### src/rtl/mem_seq.sv
// mem_seq: sequencer for one-instruction-at-a-time register/memory transfers.
// Accepts an instruction word, fetches register operands, runs a single
// memory bus transaction, writes the result back and emits a retire pulse.
// It handles LDI, LD, LDR, ST, STR, PUSH and POP. Any other opcode retires
// with a fault pulse.
//
// Ports:
//   clk, rst                 - clock and synchronous active-high reset
//   ir, ir_valid, ir_ready   - instruction handshake; cond_pass is sampled with ir
//   reg_rd_sel, reg_rd_data  - combinational register read port
//   reg_wr_en/sel/data       - register write port, one cycle per write
//   mem_req/we/addr/wdata    - memory request held until mem_ack
//   mem_rdata, mem_ack       - memory response, captured on the ack cycle
//   done, fault              - retire pulse and error pulse
//   sp                       - stack pointer, wraps modulo 2^ADDR_W
//
// Build option: define MEM_SEQ_TIMEOUT_EN to abort a bus transaction that
// sees no ack within MAX_WAIT cycles. The abort pulses fault together with done.
//
// state  | meaning
// IDLE   | ready for an instruction
// OPND_B | reg_b being read (address for LDR/STR)
// OPND_A | reg_a being read (store data); PUSH decrements sp here
// BUS    | mem_req held, waiting for mem_ack
// WB     | register write (LDI/LD/LDR/POP); POP increments sp here
// DONE   | one-cycle retire, done high
module mem_seq #(
    parameter int                ADDR_W   = 16,
    parameter int                DATA_W   = 32,
    parameter logic [ADDR_W-1:0] SP_INIT  = 16'h0000,
    parameter int                MAX_WAIT = 255
) (
    input  logic              clk,
    input  logic              rst,
    input  logic [31:0]       ir,
    input  logic              ir_valid,
    output logic              ir_ready,
    input  logic              cond_pass,
    output logic [3:0]        reg_rd_sel,
    input  logic [DATA_W-1:0] reg_rd_data,
    output logic              reg_wr_en,
    output logic [3:0]        reg_wr_sel,
    output logic [DATA_W-1:0] reg_wr_data,
    output logic              mem_req,
    output logic              mem_we,
    output logic [ADDR_W-1:0] mem_addr,
    output logic [DATA_W-1:0] mem_wdata,
    input  logic [DATA_W-1:0] mem_rdata,
    input  logic              mem_ack,
    output logic              done,
    output logic              fault,
    output logic [ADDR_W-1:0] sp
);

    localparam logic [7:0] OP_LD   = 8'h10;
    localparam logic [7:0] OP_LDR  = 8'h11;
    localparam logic [7:0] OP_LDI  = 8'h12;
    localparam logic [7:0] OP_ST   = 8'h13;
    localparam logic [7:0] OP_STR  = 8'h14;
    localparam logic [7:0] OP_PUSH = 8'h15;
    localparam logic [7:0] OP_POP  = 8'h16;

    typedef enum logic [2:0] {
        IDLE   = 3'd0,
        OPND_B = 3'd1,
        OPND_A = 3'd2,
        BUS    = 3'd3,
        WB     = 3'd4,
        DONE   = 3'd5
    } state_t;

    state_t     state;
    logic [7:0] op_q;
    logic [3:0] ra_q;
    logic [3:0] rb_q;

    // The condition field is evaluated outside this block (cond_pass), and
    // addresses only ever use the low 16 bits of a register.
    logic unused_bits;
    assign unused_bits = ^{ir[31:28], reg_rd_data[DATA_W-1:16]};

`ifdef MEM_SEQ_TIMEOUT_EN
    localparam int CNT_W = $clog2(MAX_WAIT + 1);
    logic [CNT_W-1:0] wait_cnt;
`else
    localparam int unused_max_wait = MAX_WAIT;
`endif

    // Holding off ir_ready during reset stops an accept from being
    // reported in a cycle that the FSM will discard.
    assign ir_ready   = (state == IDLE) && !rst;
    assign reg_rd_sel = (state == OPND_B) ? rb_q : ra_q;

    always_ff @(posedge clk) begin
        if (rst) begin
            state       <= IDLE;
            sp          <= SP_INIT;
            op_q        <= '0;
            ra_q        <= '0;
            rb_q        <= '0;
            mem_req     <= 1'b0;
            mem_we      <= 1'b0;
            mem_addr    <= '0;
            mem_wdata   <= '0;
            reg_wr_en   <= 1'b0;
            reg_wr_sel  <= '0;
            reg_wr_data <= '0;
            done        <= 1'b0;
            fault       <= 1'b0;
`ifdef MEM_SEQ_TIMEOUT_EN
            wait_cnt    <= CNT_W'(MAX_WAIT);
`endif
        end else begin
            reg_wr_en <= 1'b0;
            done      <= 1'b0;
            fault     <= 1'b0;

            case (state)
                IDLE: begin
                    if (ir_valid) begin
                        op_q <= ir[27:20];
                        ra_q <= ir[19:16];
                        rb_q <= ir[15:12];
                        if (!cond_pass) begin
                            state <= DONE;
                            done  <= 1'b1;
                        end else begin
                            case (ir[27:20])
                                OP_LDI: begin
                                    state       <= WB;
                                    reg_wr_en   <= 1'b1;
                                    reg_wr_sel  <= ir[19:16];
                                    reg_wr_data <= DATA_W'(ir[15:0]);
                                end
                                OP_LD: begin
                                    state    <= BUS;
                                    mem_req  <= 1'b1;
                                    mem_we   <= 1'b0;
                                    mem_addr <= ADDR_W'(ir[15:0]);
                                end
                                OP_POP: begin
                                    state    <= BUS;
                                    mem_req  <= 1'b1;
                                    mem_we   <= 1'b0;
                                    mem_addr <= sp;
                                end
                                OP_LDR, OP_STR: begin
                                    state <= OPND_B;
                                end
                                OP_ST: begin
                                    state    <= OPND_A;
                                    mem_addr <= ADDR_W'(ir[15:0]);
                                end
                                OP_PUSH: begin
                                    state <= OPND_A;
                                end
                                default: begin
                                    state <= DONE;
                                    done  <= 1'b1;
                                    fault <= 1'b1;
                                end
                            endcase
                        end
                    end
                end

                OPND_B: begin
                    mem_addr <= ADDR_W'(reg_rd_data[15:0]);
                    if (op_q == OP_LDR) begin
                        state   <= BUS;
                        mem_req <= 1'b1;
                        mem_we  <= 1'b0;
                    end else begin
                        state <= OPND_A;
                    end
                end

                OPND_A: begin
                    state     <= BUS;
                    mem_req   <= 1'b1;
                    mem_we    <= 1'b1;
                    mem_wdata <= reg_rd_data;
                    if (op_q == OP_PUSH) begin
                        sp       <= sp - 1'b1;
                        mem_addr <= sp - 1'b1;
                    end
                end

                BUS: begin
                    if (mem_ack) begin
                        mem_req <= 1'b0;
                        if (mem_we) begin
                            state <= DONE;
                            done  <= 1'b1;
                        end else begin
                            state       <= WB;
                            reg_wr_en   <= 1'b1;
                            reg_wr_sel  <= ra_q;
                            reg_wr_data <= mem_rdata;
                        end
                    end
`ifdef MEM_SEQ_TIMEOUT_EN
                    else if (wait_cnt == CNT_W'(1)) begin
                        // The bus gave up: skip WB and keep any sp change made so far.
                        mem_req <= 1'b0;
                        state   <= DONE;
                        done    <= 1'b1;
                        fault   <= 1'b1;
                    end else begin
                        wait_cnt <= wait_cnt - 1'b1;
                    end
`endif
                end

                WB: begin
                    if (op_q == OP_POP) begin
                        sp <= sp + 1'b1;
                    end
                    state <= DONE;
                    done  <= 1'b1;
                end

                DONE: begin
                    state <= IDLE;
                end

                default: begin
                    state <= IDLE;
                end
            endcase

`ifdef MEM_SEQ_TIMEOUT_EN
            // Reload the timer whenever the FSM is outside BUS. Each
            // transaction then starts with a full MAX_WAIT budget.
            if (state != BUS) begin
                wait_cnt <= CNT_W'(MAX_WAIT);
            end
`endif
        end
    end

endmodule

### config.mk
export PLATFORM = sky130hd
export DESIGN_NAME = mem_seq
export DESIGN_NICKNAME = d
export VERILOG_FILES = /design/src/rtl/mem_seq.sv
export SDC_FILE = /design/constraint.sdc
export NUM_CORES = 1
export LEC_CHECK = 0
export CORE_AREA = 2 2 117 119
export DETAILED_ROUTE_END_ITERATION = 10
export DIE_AREA = 0 0 119 121
export DONT_BUFFER_PORTS = 1
export PLACE_DENSITY = 0.73
export SYNTH_ARGS = -nofsm -noshare
export SYNTH_HDL_FRONTEND = slang
export SYNTH_SLANG_ARGS = --single-unit
### constraint.sdc
create_clock -name clk -period 2.75 [get_ports clk]
set_clock_uncertainty 0.2 [all_clocks]
set_input_delay 0.1375 -clock clk [delete_from_list [all_inputs] [get_ports clk]]
set_output_delay 0.1375 -clock clk [all_outputs]
set_load 0.05 [all_outputs]
==> impl_metrics.tcl <==
set metrics [dict create \
    status "finished clean" \
    syn_to_final_growth_pct 36.2 \
    tightest_slew_ns 1.23 \
    dp_hpwl_um 13000 \
    ys_seq_elements 124 \
    htree_levels 4 \
    period_needed_ns 2.60 \
    synth.area.top_cells "dfxtp_1 42%, nand2_1 7.7%, a21oi_1 5.6%" \
    startpoint_type "register" \
    yosysTopAreaCellShare 0.416 \
    setup_slack_ns 0.153 \
    synth_edf_count 0 \
    synth_common_cells "124 x dfxtp_1, 123 x nand2_1, 74 x nor2_1" \
    firstDrtPassIters 5 \
    post-route-period-util 0.944 \
    min-delay-path-class "in -> reg" \
    first_iter_violations 429 \
    maxCapViolCount 0 \
    cts_sinks 124 \
    slew_viol_final 0 \
    finalHoldViolCount 0 \
    setup_viol 0 \
    io_pins 211 \
    cts_tree "yes" \
    pre_cts_ws_ns 0.197 \
    critPathKind "reg -> reg" \
    drtAntennaViolNets 0 \
    finalNetCount 940 \
    synth_area_per_cell_um2 8.27 \
    cts_setup_buffers 0 \
    yosysTopAreaCell "dfxtp_1" \
    maxSlewHeadroom 0.175 \
    endpoint_kind "register" \
    power_density_mw_per_mm2 877 \
    drive_gt1_frac 0.121 \
    fp-row-count 42 \
    dp_cells 873 \
    route.vias.total 6073 \
    synthArstFlopShare 0 \
    antenna_found_initial 1 \
    syn_nets 824 \
    yosysMostFrequentCell "dfxtp_1" \
    grt_max_degree 120 \
    place_congestion 0.881 \
    crit_fanout 17 \
    cts_buffers 17 \
    rsz0062_at_grt "no" \
    start_util 0.456 \
    ys_seq_area_frac 0.416 \
    cts_root_buf "clkbuf_16" \
    numPortBuffers 0 \
    reg2regPathDepth 6 \
    fp.coreArea_mm2 0.0131 \
    layoutNonFillerInstCount 1026 \
    ys.flop_type "dfxtp_1" \
    tns_ns 0 \
    yosys_warnings 0 \
    reg2reg_slack_ns 0.15 \
    dieWidth_um 119 \
    clk_pin_slew_worst_paths_ns 0.06 \
    crit_required_ns 2.84 \
    die_area_mm2 0.0144 \
    holdPathStages 4 \
    irDropWorstVdd_mv 0.551 \
    clk_latency_ns 0.42 \
    finalPower_mw 7.13 \
    overflow 0 \
    critPathArrivalTime_ns 2.68 \
    drc 0 \
    netlist_area_mm2 0.00596 \
    wirelength_um 21000 \
    dieHeight_um 121 \
    via_per_inst 5.92 \
    grt_pass1_wl_um 33100 \
    cts.path.max_buffers 2 \
    ys_types 58 \
    track_usage 0.291 \
    clock.fmax_mhz 385 \
    cellLeakagePower_nw 3.07 \
    syn_inst 721 \
    wl_per_cell_um 20.4 \
    fin_util 0.621 \
    grt_pass1_vias 6420 \
]
per-layer routing:
| layer | vias to the layer above | routed length, um | global-route usage |
|---|---|---|---|
| li1 | 2808 | - | - |
| met4 | 0 | 760 | 0.144 |
| met1 | 2888 | 8100 | 0.321 |
| met5 | - | 0 | 0 |
| met3 | 71 | 1520 | 0.0789 |
| met2 | 306 | 10600 | 0.518 |
worst max-delay path: stages, from the launching register on:
cell and delay [ns]:
dfxtp_1 0.37, buf_4 0.20, or3_1 0.39, nor4_1 0.41
o21ai_1 0.46, a22oi_1 0.36, nor2_1 0.07
power breakdown:
group          total (mW)  internal [mW]  switching, mW  leakage [nW]
clock                2.30           1.47          0.836         0.289
sequential           2.89           2.05          0.839          1.01
combinational        1.94          0.821           1.12          1.78
cell usage in the layout, fill, tap and decap left out, types with 10 or more instances in the layout:
master	netlist	layout
nand2_1	123	123
dfxtp_1	124	121
dlygate4sd3_1	0	120
nor2_1	74	74
a21oi_1	67	67
buf_4	0	40
a22oi_1	29	29
a211oi_1	23	23
mux2i_1	22	22
clkbuf_16	0	17
nor3_1	16	16
o21ai_0	14	14
mux2_1	14	14
xnor2_1	12	12
xor2_1	11	11
nor4_1	11	10
cell families (layout without fill, tap and decap cells):
group                    count (synthesis)  after routing  synth area share
other                                    0              1                 0
multiplexers                            40             40            0.0709
buffers and inverters                   70            198            0.0464
adder cells (fa/ha/maj)                  2              2           0.00419
XOR/XNOR                                23             23            0.0338
AO/OA/AOI/OAI                          180            180             0.209
AND/OR/NAND/NOR                        282            282             0.220
flip-flops                             124            124             0.416
state kept, by name (all words and copies together), names as in the netlist:
| register | flops |
|---|---|
| done | 1 |
| fault | 1 |
| mem_addr | 16 |
| mem_req | 1 |
| mem_wdata | 32 |
| mem_we | 1 |
| op_q | 8 |
| ra_q | 4 |
| rb_q | 4 |
| reg_wr_data | 32 |
| reg_wr_en | 1 |
| reg_wr_sel | 4 |
| sp | 16 |
| state | 3 |
timing repair:
action	4_1_cts	5_1_grt
hold buffers	121	0
endpoints found under the setup margin	0	5
endpoints found under the hold margin	124	0
resized for setup	0	2
path summary, 6_finish.rpt:
path,start,end
max,state[2],reg_wr_data[30]
min,ir[22],mem_addr[7]
max reg2reg,state[2],reg_wr_data[30]
min reg2reg,rb_q[0],rb_q[0]
layout make-up:
class	count	area [um^2]
Antenna cell	1	2.50
Tap cell	176	220
Timing Repair Buffer	163	1570
Fill cell	1074	4960
Inverter	4	15.0
Multi-Input combinational cell	527	3230
Sequential cell	124	2490
Clock inverter	10	141
Clock buffer	21	460
stage by stage:
stage / hold slack, ns / cell area (um^2)
3_3_place_gp: 0.0169 / 6290
2_1_floorplan: 0.0607 / 5980
4_1_cts: 0.00236 / 8120
6_report: 0.0198 / 8120
5_1_grt: 0.0313 / 8120
3_5_place_dp: 0.0194 / 6290
Power figures use the tool's default switching activity.
